**src/rtl/calc_sequencer.sv**
```systemverilog
// calc_sequencer: key-driven operand entry and ALU sequencing for the 16-bit signed calculator.
// Optional ALU watchdog is built in when CALC_ALU_TIMEOUT_EN is defined.
module calc_sequencer #(
    parameter int ALU_TIMEOUT = 64
) (
    input  logic        clk_i,
    input  logic        rst_ni,
    input  logic        read_input_i,
    output logic        key_read_o,
    input  logic [3:0]  keypad_input_i,
    input  logic [2:0]  operator_input_i,
    input  logic        equal_input_i,
    output logic [15:0] alu_a_o,
    output logic [15:0] alu_b_o,
    output logic [1:0]  alu_op_o,
    output logic        alu_start_o,
    input  logic        alu_done_i,
    input  logic [15:0] alu_result_i,
    input  logic        alu_ovf_i,
    output logic [15:0] display_value_o,
    output logic        display_err_o
);

    typedef enum logic [2:0] {
        S_ENTER_A  = 3'd0,
        S_ENTER_B  = 3'd1,
        S_WAIT_ALU = 3'd2,
        S_SHOW_RES = 3'd3,
        S_ERROR    = 3'd4
    } state_t;

    state_t      state_q, state_d;
    logic        armed_q, armed_d;
    logic [14:0] mag_q, mag_d;
    logic        neg_q, neg_d;
    logic        has_digit_q, has_digit_d;
    logic [15:0] a_q, a_d;
    logic [15:0] b_q, b_d;
    logic [1:0]  op_q, op_d;
    logic [15:0] res_q, res_d;
    logic        key_read_q, key_read_d;
    logic        alu_start_q, alu_start_d;

`ifdef CALC_ALU_TIMEOUT_EN
    localparam int CNT_W = $clog2(ALU_TIMEOUT + 1);
    logic [CNT_W-1:0] cnt_q, cnt_d;
`endif

    logic        accept;
    logic        is_eq, is_neg, is_op, is_dig;
    logic [1:0]  op_sel;
    logic [15:0] entry_val;
    logic [18:0] mag_next;
    logic        digit_fits;

    assign accept     = read_input_i && armed_q && (state_q != S_WAIT_ALU);
    assign is_eq      = equal_input_i;
    assign is_neg     = !equal_input_i && (operator_input_i == 3'b001);
    assign is_op      = !equal_input_i && (operator_input_i == 3'b010 ||
                                           operator_input_i == 3'b011 ||
                                           operator_input_i == 3'b100);
    assign is_dig     = !equal_input_i && (operator_input_i == 3'b000);
    assign entry_val  = neg_q ? (16'd0 - {1'b0, mag_q}) : {1'b0, mag_q};
    assign mag_next   = {4'b0, mag_q} * 19'd10 + {15'b0, keypad_input_i};
    assign digit_fits = (mag_next <= 19'd32767);

    always_comb begin
        case (operator_input_i)
            3'b011:  op_sel = 2'b01;
            3'b100:  op_sel = 2'b10;
            default: op_sel = 2'b00;
        endcase
    end

    always_ff @(posedge clk_i or negedge rst_ni) begin
        if (!rst_ni) begin
            state_q     <= S_ENTER_A;
            armed_q     <= 1'b0;
            mag_q       <= '0;
            neg_q       <= 1'b0;
            has_digit_q <= 1'b0;
            a_q         <= '0;
            b_q         <= '0;
            op_q        <= '0;
            res_q       <= '0;
            key_read_q  <= 1'b0;
            alu_start_q <= 1'b0;
`ifdef CALC_ALU_TIMEOUT_EN
            cnt_q       <= '0;
`endif
        end else begin
            state_q     <= state_d;
            armed_q     <= armed_d;
            mag_q       <= mag_d;
            neg_q       <= neg_d;
            has_digit_q <= has_digit_d;
            a_q         <= a_d;
            b_q         <= b_d;
            op_q        <= op_d;
            res_q       <= res_d;
            key_read_q  <= key_read_d;
            alu_start_q <= alu_start_d;
`ifdef CALC_ALU_TIMEOUT_EN
            cnt_q       <= cnt_d;
`endif
        end
    end

    always_comb begin
        state_d     = state_q;
        mag_d       = mag_q;
        neg_d       = neg_q;
        has_digit_d = has_digit_q;
        a_d         = a_q;
        b_d         = b_q;
        op_d        = op_q;
        res_d       = res_q;
        key_read_d  = accept;
        alu_start_d = 1'b0;
`ifdef CALC_ALU_TIMEOUT_EN
        cnt_d       = cnt_q;
`endif
        // A held key is consumed once; it must be released before the next one counts.
        if (accept)
            armed_d = 1'b0;
        else if (!read_input_i)
            armed_d = 1'b1;
        else
            armed_d = armed_q;

        case (state_q)
            S_ENTER_A, S_ENTER_B: begin
                if (accept) begin
                    if (is_eq) begin
                        if (state_q == S_ENTER_B && has_digit_q) begin
                            b_d         = entry_val;
                            alu_start_d = 1'b1;
                            state_d     = S_WAIT_ALU;
`ifdef CALC_ALU_TIMEOUT_EN
                            cnt_d       = CNT_W'(ALU_TIMEOUT);
`endif
                        end
                    end else if (is_neg) begin
                        neg_d = !neg_q;
                    end else if (is_op) begin
                        if (state_q == S_ENTER_A) begin
                            a_d         = entry_val;
                            op_d        = op_sel;
                            mag_d       = '0;
                            neg_d       = 1'b0;
                            has_digit_d = 1'b0;
                            state_d     = S_ENTER_B;
                        end else if (!has_digit_q) begin
                            op_d = op_sel;
                        end
                    end else if (is_dig) begin
                        if (digit_fits)
                            mag_d = mag_next[14:0];
                        has_digit_d = 1'b1;
                    end
                end
            end
            S_WAIT_ALU: begin
                if (alu_done_i) begin
                    if (alu_ovf_i) begin
                        state_d = S_ERROR;
                    end else begin
                        res_d   = alu_result_i;
                        state_d = S_SHOW_RES;
                    end
`ifdef CALC_ALU_TIMEOUT_EN
                end else if (cnt_q == '0) begin
                    state_d = S_ERROR;
                end else begin
                    cnt_d = cnt_q - CNT_W'(1);
`endif
                end
            end
            S_SHOW_RES, S_ERROR: begin
                if (accept) begin
                    if (is_dig) begin
                        a_d         = '0;
                        b_d         = '0;
                        op_d        = '0;
                        res_d       = '0;
                        mag_d       = {11'b0, keypad_input_i};
                        neg_d       = 1'b0;
                        has_digit_d = 1'b1;
                        state_d     = S_ENTER_A;
                    end else if (state_q == S_SHOW_RES && is_neg) begin
                        // -32768 has no positive counterpart in 16 bits.
                        if (res_q == 16'h8000) begin
                            state_d = S_ERROR;
                        end else begin
                            mag_d       = res_q[15] ? (15'd0 - res_q[14:0]) : res_q[14:0];
                            neg_d       = !res_q[15] && (res_q != 16'd0);
                            has_digit_d = 1'b1;
                            state_d     = S_ENTER_A;
                        end
                    end else if (state_q == S_SHOW_RES && is_op) begin
                        a_d         = res_q;
                        op_d        = op_sel;
                        mag_d       = '0;
                        neg_d       = 1'b0;
                        has_digit_d = 1'b0;
                        state_d     = S_ENTER_B;
                    end
                end
            end
            default: state_d = S_ENTER_A;
        endcase
    end

    always_comb begin
        display_value_o = 16'd0;
        display_err_o   = 1'b0;
        case (state_q)
            S_ENTER_A, S_ENTER_B: display_value_o = entry_val;
            S_SHOW_RES:           display_value_o = res_q;
            S_ERROR:              display_err_o   = 1'b1;
            default:              display_value_o = 16'd0;
        endcase
    end

    assign key_read_o  = key_read_q;
    assign alu_start_o = alu_start_q;
    assign alu_a_o     = a_q;
    assign alu_b_o     = b_q;
    assign alu_op_o    = op_q;

endmodule

```
**config.mk**
```make
export PLATFORM = sky130hd
export DESIGN_NAME = calc_sequencer
export DESIGN_NICKNAME = d
export VERILOG_FILES = /design/src/rtl/calc_sequencer.sv
export SDC_FILE = /design/constraint.sdc
export NUM_CORES = 1
export LEC_CHECK = 0
export CAP_MARGIN = 30
export CORE_MARGIN = 2
export CORE_UTILIZATION = 35
export DETAILED_ROUTE_END_ITERATION = 8
export PLACE_DENSITY = 0.62
export SLEW_MARGIN = 20
export SYNTH_ARGS = -nofsm -noshare
export SYNTH_HDL_FRONTEND = slang
export SYNTH_SLANG_ARGS = --single-unit
```
**constraint.sdc**
```tcl
create_clock -name clk_i -period 7.5 [get_ports clk_i]
set_input_delay 1.5 -clock clk_i [delete_from_list [all_inputs] [get_ports clk_i]]
set_output_delay 1.5 -clock clk_i [all_outputs]
set_load 0.01 [all_outputs]
```
### Word-level counts from Yosys, hierarchy flattened

Index checks and enable logic that the tools add are counted.

| word-level totals | value |
|---|---|
| flip-flop bits (word level) | 73 |
| output and inout bits | 53 |
| input port bits | 29 |
| logic and storage cells | 170 |

| cells by class | value |
|---|---|
| $mul | 1 |
| muxes and demuxes | 89 |
| reduce and logical (&&, ||, !) cells | 29 |
| $add $sub $neg | 3 |
| order comparisons | 1 |
| equality and inequality tests | 36 |

Operators by type and width:

| cell | number |
|---|---|
| 16-bit two-way mux | 17 |
| 15-bit two-way mux | 13 |
| 16-bit case mux with 2 select lines | 4 |
| 3-bit two-way mux | 13 |
| 3-bit inequality test (second input constant) | 12 |
| 15-bit case mux with 2 select lines | 1 |
| 9-bit AND reduction | 3 |
| 1-bit two-way mux | 26 |
| 2-bit inequality test (second input constant) | 11 |
| 2-bit two-way mux | 10 |
| 19-bit by 4-bit adder with 19-bit output | 1 |
| 19-bit by 15-bit <= comparator with 1-bit output (second input constant) | 1 |
| 15-bit by 3-bit multiplier with 18-bit output (second input constant) | 1 |
| 16-bit == test (second input constant) | 1 |
| 8-bit AND reduction | 2 |
| 16-bit nonzero test | 1 |
| 1-bit by 15-bit subtractor with 16-bit output (first input constant) | 1 |
| 1-bit by 15-bit subtractor with 15-bit output (first input constant) | 1 |
| 3-bit by 2-bit == test with 1-bit output (second input constant) | 4 |
| 10-bit AND reduction | 1 |
| 1-bit logical AND | 9 |
| 3-bit case mux with 3 select lines | 1 |
| 4-bit inequality test (second input constant) | 2 |
| 2-bit case mux with 2 select lines | 2 |
| 12 further kinds | 21 |

### Depth between registers and ports, before layout

Gate-level depths: netlist of run 1.

| depth | value |
|---|---|
| depth after elaboration | 10 |
| gate-level depth with buffers | 12 |
| depth with buffers taken out | 11 |

### Worst setup path after synthesis of run 1

Ideal clock, no wire load.

| timing path | value |
|---|---|
| path kind | input-to-reg |
| start point | in keypad_input_i[1] |
| end point | reg mag_q[10] |
| path buffers | 1 |
| cell stages on the path | 10 |
| path slack | 3.757 ns |
| data required time | 7.375 ns |
| setup time | 0.125 ns |
| arrival | 3.617 ns |
| path through | ha_1 -> fa_1 -> a21oi_1 -> nor3_1 -> nand3_1 -> a2111oi_4 -> mux2i_1 -> o21ai_2 -> buf_8 -> mux2_4 |

| between the ends | value |
|---|---|
| cells in the longest elaborated chain, start to end | 8 |
| elaborated cells on any way between the ends | 11 |
| those cells by class | add/sub: 1; order compare: 1; eq/ne: 1; mux: 7; reduce/logical: 1 |

RTL lines:

| item | RTL line | RTL |
|---|---|---|
| start, declared | 10 | `input logic [3:0] keypad_input_i,` |
| 19-bit by 4-bit adder with 19-bit output (*) | 64 | `assign mag_next = {4'b0, mag_q} * 19'd10 + {15'b0, keypad_input_i};` |
| parallel branches: the longest is 7 deep, another holds 19-bit by 15-bit <= comparator with 1-bit output | -- |  |
| end signal, assigned | 94 | `mag_q <= mag_d;` |
| end, declared | 34 | `logic [14:0] mag_q, mag_d;` |

Mark *: on every way between the ends. The select of a mux whose other input is x is not followed.
A chain may end at the register's enable or synchronous reset.

### Final worst setup path of run 1

| timing path | value |
|---|---|
| start point | reg mag_q[4] |
| end point | out display_value_o[13] |

| between the ends | value |
|---|---|
| cells in the longest elaborated chain, start to end | 3 |

RTL lines:

| item | RTL line | RTL |
|---|---|---|
| 1-bit by 15-bit subtractor with 16-bit output | 63 | `assign entry_val = neg_q ? (16'd0 - {1'b0, mag_q}) : {1'b0, mag_q};` |
| 16-bit two-way mux | 63 |  |
| 16-bit case mux with 2 select lines | 217 | `case (state_q)` |
| end, declared | 20 | `output logic [15:0] display_value_o,` |

Every way passes these cells.

==> results of run 1 <==
## stage by stage
| step | worst slack, ps | instances |
|---|---|---|
| floorplan | 3757 | 593 |
| global placement | 2603 | 834 |
| detailed placement | 2615 | 835 |
| CTS | 2731 | 851 |
| global route | 2498 | 853 |
| finish | 2686 | 853 |
## worst max-delay path: cells and delay by family (launching register included)
kind | cells | cell delay, ps
AOI/OAI and AO/OA | 2 | 530
xor gates and xnor gates | 1 | 170
buffers and inverters | 1 | 600
DFF | 1 | 480
and+or+nand+nor | 3 | 1200
## layout by cell type (no fill, tap or decap), types with 5 or more instances in the layout
master	instances
a21oi_1	50
a31oi_1	5
clkbuf_16	9
clkdlybuf4s50_1	80
dfrtp_1	73
ha_1	31
inv_1	24
mux2_2	22
mux2_4	8
mux2i_1	6
nand2_1	32
nand2b_1	8
nand3_1	28
nor2_1	61
nor2b_1	7
nor3_1	14
o21ai_0	33
o22ai_1	29
o31ai_1	6
o41ai_1	5
xnor2_1	28
xor2_1	18
## sequential cells by signal, summed over array words and instances (netlist names)
name,flops
alu_b_o,16
key_read_o,1
armed_q,1
neg_q,1
has_digit_q,1
res_q,16
alu_op_o,2
alu_a_o,16
alu_start_o,1
state_q,3
mag_q,15
## metal layers
layer  global-route usage  share of wire  up-vias
met2               0.3212           0.49      161
met4              0.05301          0.017        0
met5                    0              0        -
li1                     -              -     2298
met1               0.2470           0.45     2443
met3              0.04132          0.046       34
## cell type report
class                           instances  area (um2)
Timing Repair Buffer                   86       869.6
Inverter                               24       90.09
Multi-Input combinational cell        466        3297
Sequential cell                        73        1827
Clock inverter                          6       137.6
Tap cell                              188       235.2
Fill cell                            1452        8394
Clock buffer                           10       239.0
## power by group through the flow
stage	Combinational, mW	Sequential (mW)	Clock (mW)
detailed placement	2.07	0.803	0
global route	2.29	0.829	0.570
finish	2.09	0.804	0.550
floorplan	1.44	0.742	0
global placement	2.02	0.794	0
CTS	2.08	0.800	0.554
## cells by family after synthesis
kind of cell               share of synthesized area
DFF                                           0.3404
AOI/OAI and AO/OA                             0.2122
buffers and inverters                        0.05083
adders and majority gates                    0.07974
xor gates and xnor gates                     0.07508
muxes                                        0.07974
and+or+nand+nor                               0.1620
## worst max-delay path by stage
stage,from,endpoint,slack (ps),cells past startpoint
final,mag_q[4],display_value_o[13],2690,7
after global routing,mag_q[4],display_value_o[13],2500,7
after CTS,mag_q[4],display_value_o[13],2730,7
after detailed placement,keypad_input_i[1],mag_q[11],2610,10
after global placement,operator_input_i[1],alu_a_o[12],2600,8
after floorplan,keypad_input_i[1],mag_q[10],3760,10
==> impl_metrics.py, run 1 <==
metrics = {
    "run_status": {
        "status": "completed",
    },
    "synth": {
        "netlist.area_leader.share": 0.3404,
        "synth_fp_nets": 655,
        "async_flop_share": 1.000,
        "yosysSeqAreaShare": 0.3404,
        "ys_ff_latch": 73,
        "yosys-top-cells-area": "dfrtp_1 (34%), ha_1 (7.2%), a21oi_1 (4.8%)",
        "synth_cells": 593,
        "ys_top_cells_by_count": "dfrtp_1 (73), nor2_1 (61), a21oi_1 (51)",
        "yosys_warnings": 0,
        "synth_most_common_cell": "dfrtp_1",
        "ys.flop_type": "dfrtp_1",
        "yosysTopAreaCell": "dfrtp_1",
        "netlist_area_um2": 5366,
        "synth.distinct_cells": 72,
        "synth_edf_count": 0,
        "syn_avg_cell_area_um2": 9.050,
    },
    "detailed_routing": {
        "wl_um": 15730,
        "wl_per_cell_um": 18.43,
        "drtAntennaViolNets": 0,
        "drc_errors": 0,
        "drt_iter0_drc": 383,
        "drt-vias-per-instance": 5.787,
        "dr.pass1.iters": 6,
        "num_vias": 4936,
    },
    "clock_tree": {
        "cts_tree": "built",
        "cts_root_buffer": "clkbuf_16",
        "cts_made_buffers": 9,
        "cts_resized": 0,
        "cts.sinks": 73,
        "htreeDepth": 3,
        "clk_latency_ps": 340,
        "cts_hold_buf": 0,
        "path_clk_slew_ps": 60,
        "post_cts_buffers": 0,
        "clock_path_buffers": 2,
    },
    "grt": {
        "grt.total_usage": 0.1905,
        "grt_pass1_vias": 4885,
        "antenna_found_initial": 0,
        "grt.overflow.total": 0,
        "grt_pass1_wl_um": 24830,
        "grt_max_degree": 74,
    },
    "setup_path": {
        "timing.rr.start": "mag_q[3]",
        "worst-setup-path-type": "reg -> out",
        "rrSetupSlack_ps": 2890,
        "reg2reg_depth": 11,
        "crit_arrival_ps": 3310,
        "path_cells": "or4_1 -> nor4_1 -> nand2b_1 -> o41ai_1 -> xor2_1 -> o22ai_1 -> clkdlybuf4s50_1",
        "r2r_end": "mag_q[11]",
        "critPathMaxFanout": 7,
        "crit_path_end_kind": "primary output",
        "cp.required_ps": 6000,
        "crit_path_max_incr_delay_ps": 610,
        "crit_path_top_delay_cell": "or4_1",
        "start_kind": "flip-flop",
    },
    "cells_and_area": {
        "drive_gt1_frac": 0.1113,
        "layout.nets": 722,
        "antenna_cells": 0,
        "areaGrowthSynthToFinish_pct": 24.76,
        "final_core_util": 0.4437,
        "fin_area_um2": 6695,
    },
    "worst_hold_path": {
        "hold_start": "alu_b_o[3]",
        "hp-class": "reg -> reg",
        "hold_depth": 1,
        "hold_end": "alu_b_o[3]",
    },
    "floorplan": {
        "core-area_um2": 15090,
        "ios": 82,
        "rows": 45,
        "die_w_um": 127.8,
        "die_area_um2": 16340,
        "fp.dieH_um": 127.8,
        "start_util": 0.3556,
    },
    "placement": {
        "gp_congestion": 0.9003,
        "port_buffers": 81,
        "hpwl_um": 11670,
        "dpl_cell_area_um2": 6280,
    },
    "timing": {
        "setup_viol_count_final": 0,
        "max_slew_margin": 0.3581,
        "whs_ps": 505.0,
        "fin_setup_tns_ps": 0,
        "max_freq_mhz": 207.7,
        "min_period_ps": 4814,
        "worst_pin_slew_ps": 962.7,
        "post-route-period-util": 0.6418,
        "finClkSkew_ps": 7.021,
        "grt_setup_unrepaired": "no",
        "slew_viol_final": 0,
        "hold_viol": 0,
    },
    "power_and_ir_drop": {
        "p_clk_frac": 0.160,
        "p_int_mw": 1.886,
        "leakage_nw": 2.767,
        "combPwrFrac": 0.607,
        "seqPwrFrac": 0.233,
        "p_sw_frac": 0.4528,
        "vdd_drop_max_uv": 218.8,
        "p_sw_mw": 1.561,
        "cellPowerDensity_nw_per_um2": 514.7,
        "p_total_mw": 3.446,
    },
    "flow_run": {
        "maxCapViolations": 0,
    },
}
Note: power is estimated with default switching activity, not from simulation.
==> inputs of run 2 (changes only) <==
==> constraint.sdc (replaced) <==
create_clock -name clk_i -period 4.64 [get_ports clk_i]
set_input_delay 0.928 -clock clk_i [delete_from_list [all_inputs] [get_ports clk_i]]
set_output_delay 0.928 -clock clk_i [all_outputs]
set_load 0.01 [all_outputs]
==> impl_metrics.py, run 2 (synthesized netlist as in run 1, its figures left out) <==
metrics = {
    "setup_path": {
        "path_cells": "or4_1 -> nor4_1 -> nand2b_1 -> o41ai_1 -> xor2_1 -> o22ai_1 -> clkdlybuf4s50_1",
        "worst-setup-path-type": "reg -> out",
        "crit_path_top_delay_cell": "or4_1",
        "crit_path_max_incr_delay_ps": 610,
        "cp.required_ps": 3710,
        "critPathMaxFanout": 7,
        "crit_arrival_ps": 3200,
        "crit_path_end_kind": "primary output",
        "path_buf_inv": 1,
        "cp_top_family": "simple AND/OR/NAND/NOR gates",
        "start_kind": "flip-flop",
    },
    "timing": {
        "setup_slack_ps": 515.2,
        "slew_viol_final": 0,
        "whs_ps": 507.8,
        "fin_setup_tns_ps": 0,
        "setup_viol_count_final": 0,
        "finClkSkew_ps": 3.178,
        "worst_pin_slew_ps": 895.7,
        "grt_setup_unrepaired": "no",
        "hold_viol": 0,
        "max_freq_mhz": 242.4,
        "post-route-period-util": 0.8890,
        "max_slew_margin": 0.4010,
        "min_period_ps": 4125,
    },
    "grt": {
        "grt_max_degree": 74,
        "grt_pass1_vias": 4893,
        "grt.overflow.total": 0,
        "grt_pass1_wl_um": 25320,
        "antenna_found_initial": 0,
        "grt.total_usage": 0.1945,
    },
    "detailed_routing": {
        "wl_um": 15630,
        "dr.pass1.iters": 5,
        "drt-vias-per-instance": 5.661,
        "num_vias": 4863,
        "wl_per_cell_um": 18.20,
        "drc_errors": 0,
        "drtAntennaViolNets": 0,
        "drt_iter0_drc": 376,
    },
    "cells_and_area": {
        "final_cell_mix": "clkdlybuf4s50_1 (80), dfrtp_1 (73), nor2_1 (61)",
        "antenna_cells": 0,
        "layout.nets": 728,
        "nFillCells": 1461,
        "areaGrowthSynthToFinish_pct": 23.67,
        "drive_gt1_frac": 0.1177,
        "final_cell_count_no_fill": 859,
        "fin_area_um2": 6636,
        "mostFrequentLayoutCell": "clkdlybuf4s50_1",
    },
    "power_and_ir_drop": {
        "vdd_drop_max_uv": 348.8,
        "p_int_mw": 2.852,
        "p_sw_frac": 0.4670,
        "cellPowerDensity_nw_per_um2": 806.3,
        "leakage_nw": 2.741,
        "p_sw_mw": 2.499,
        "seqPwrFrac": 0.238,
        "combPwrFrac": 0.636,
        "p_clk_frac": 0.126,
    },
    "placement": {
        "gp_congestion": 0.8871,
        "port_buffers": 81,
        "dp_cells": 841,
        "hpwl_um": 11570,
        "dpl_cell_area_um2": 6317,
        "place_ws_ps": 651.5,
    },
    "clock_tree": {
        "path_clk_slew_ps": 60,
        "clk_latency_ps": 340,
        "cts_made_buffers": 9,
        "cts_root_buffer": "clkbuf_16",
        "post_cts_buffers": 0,
        "cts_tree": "built",
        "htreeDepth": 3,
        "cts.sinks": 73,
        "cts_hold_buf": 0,
        "cts_resized": 0,
        "clock_path_buffers": 2,
    },
    "floorplan": {
        "ios": 82,
        "start_util": 0.3556,
        "die_w_um": 127.8,
        "rows": 45,
        "fp.dieH_um": 127.8,
        "die_area_um2": 16340,
        "core-area_um2": 15090,
    },
    "worst_hold_path": {
        "hp-class": "reg -> reg",
    },
    "flow_run": {
        "maxCapViolations": 0,
    },
    "run_status": {
        "status": "completed",
    },
}
run 2: power by group through the flow:
stage | Combinational [mW] | Clock (mW) | Sequential [mW]
CTS | 3.40 | 0.684 | 1.27
detailed placement | 3.37 | 0 | 1.27
global route | 3.74 | 0.711 | 1.32
floorplan | 2.33 | 0 | 1.20
finish | 3.40 | 0.673 | 1.27
global placement | 3.33 | 0 | 1.26
run 2: layer usage:
| metal | wire length, um | global-route usage | part of all wire |
|---|---|---|---|
| met1 | 6943 | 0.2529 | 0.44 |
| met2 | 7558 | 0.3243 | 0.48 |
| met3 | 791 | 0.04007 | 0.051 |
| met4 | 340 | 0.06270 | 0.022 |
| met5 | 0 | 0 | 0 |
run 2: worst paths after layout:
| check | from | endpoint | slack (ps) | depth (start not counted) |
|---|---|---|---|---|
| min in group asynchronous | rst_ni | alu_op_o[0] | 530 | 1 |
| max in group asynchronous | rst_ni | alu_a_o[15] | 3520 | 2 |
| min reg2reg | alu_b_o[4] | alu_b_o[4] | 510 | 1 |
| max | mag_q[4] | display_value_o[13] | 520 | 7 |
| min | alu_b_o[4] | alu_b_o[4] | 510 | 1 |
| max reg2reg | mag_q[3] | mag_q[12] | 680 | 12 |
run 2: layout make-up:
| type | count | area [um2] | area share |
|---|---|---|---|
| repair buffers | 92 | 910.9 | 0.1373 |
| well taps | 188 | 235.2 | 0.03545 |
| flip-flops and latches | 73 | 1827 | 0.2753 |
| multi-input cells | 466 | 3289 | 0.4957 |
| clock inverters | 4 | 27.53 | 0.004148 |
| inverters | 24 | 90.09 | 0.01357 |
| clock buffers | 12 | 256.5 | 0.03865 |
run 2: through the flow:
stage	utilization	total power, mW
floorplan	-	3.534
global placement	0.4187	4.592
detailed placement	0.4187	4.648
CTS	0.4375	5.353
global route	0.4398	5.769
finish	0.4398	5.351
==> inputs of run 3 (changes only) <==
--- a/config.mk
+++ b/config.mk
@@ -14,3 +14,4 @@
 export SYNTH_ARGS = -nofsm -noshare
 export SYNTH_HDL_FRONTEND = slang
 export SYNTH_SLANG_ARGS = --single-unit
+export TNS_END_PERCENT = 1
==> results of run 3 <==
No change in the layout: final DEF, timing and power equal those of run 2.
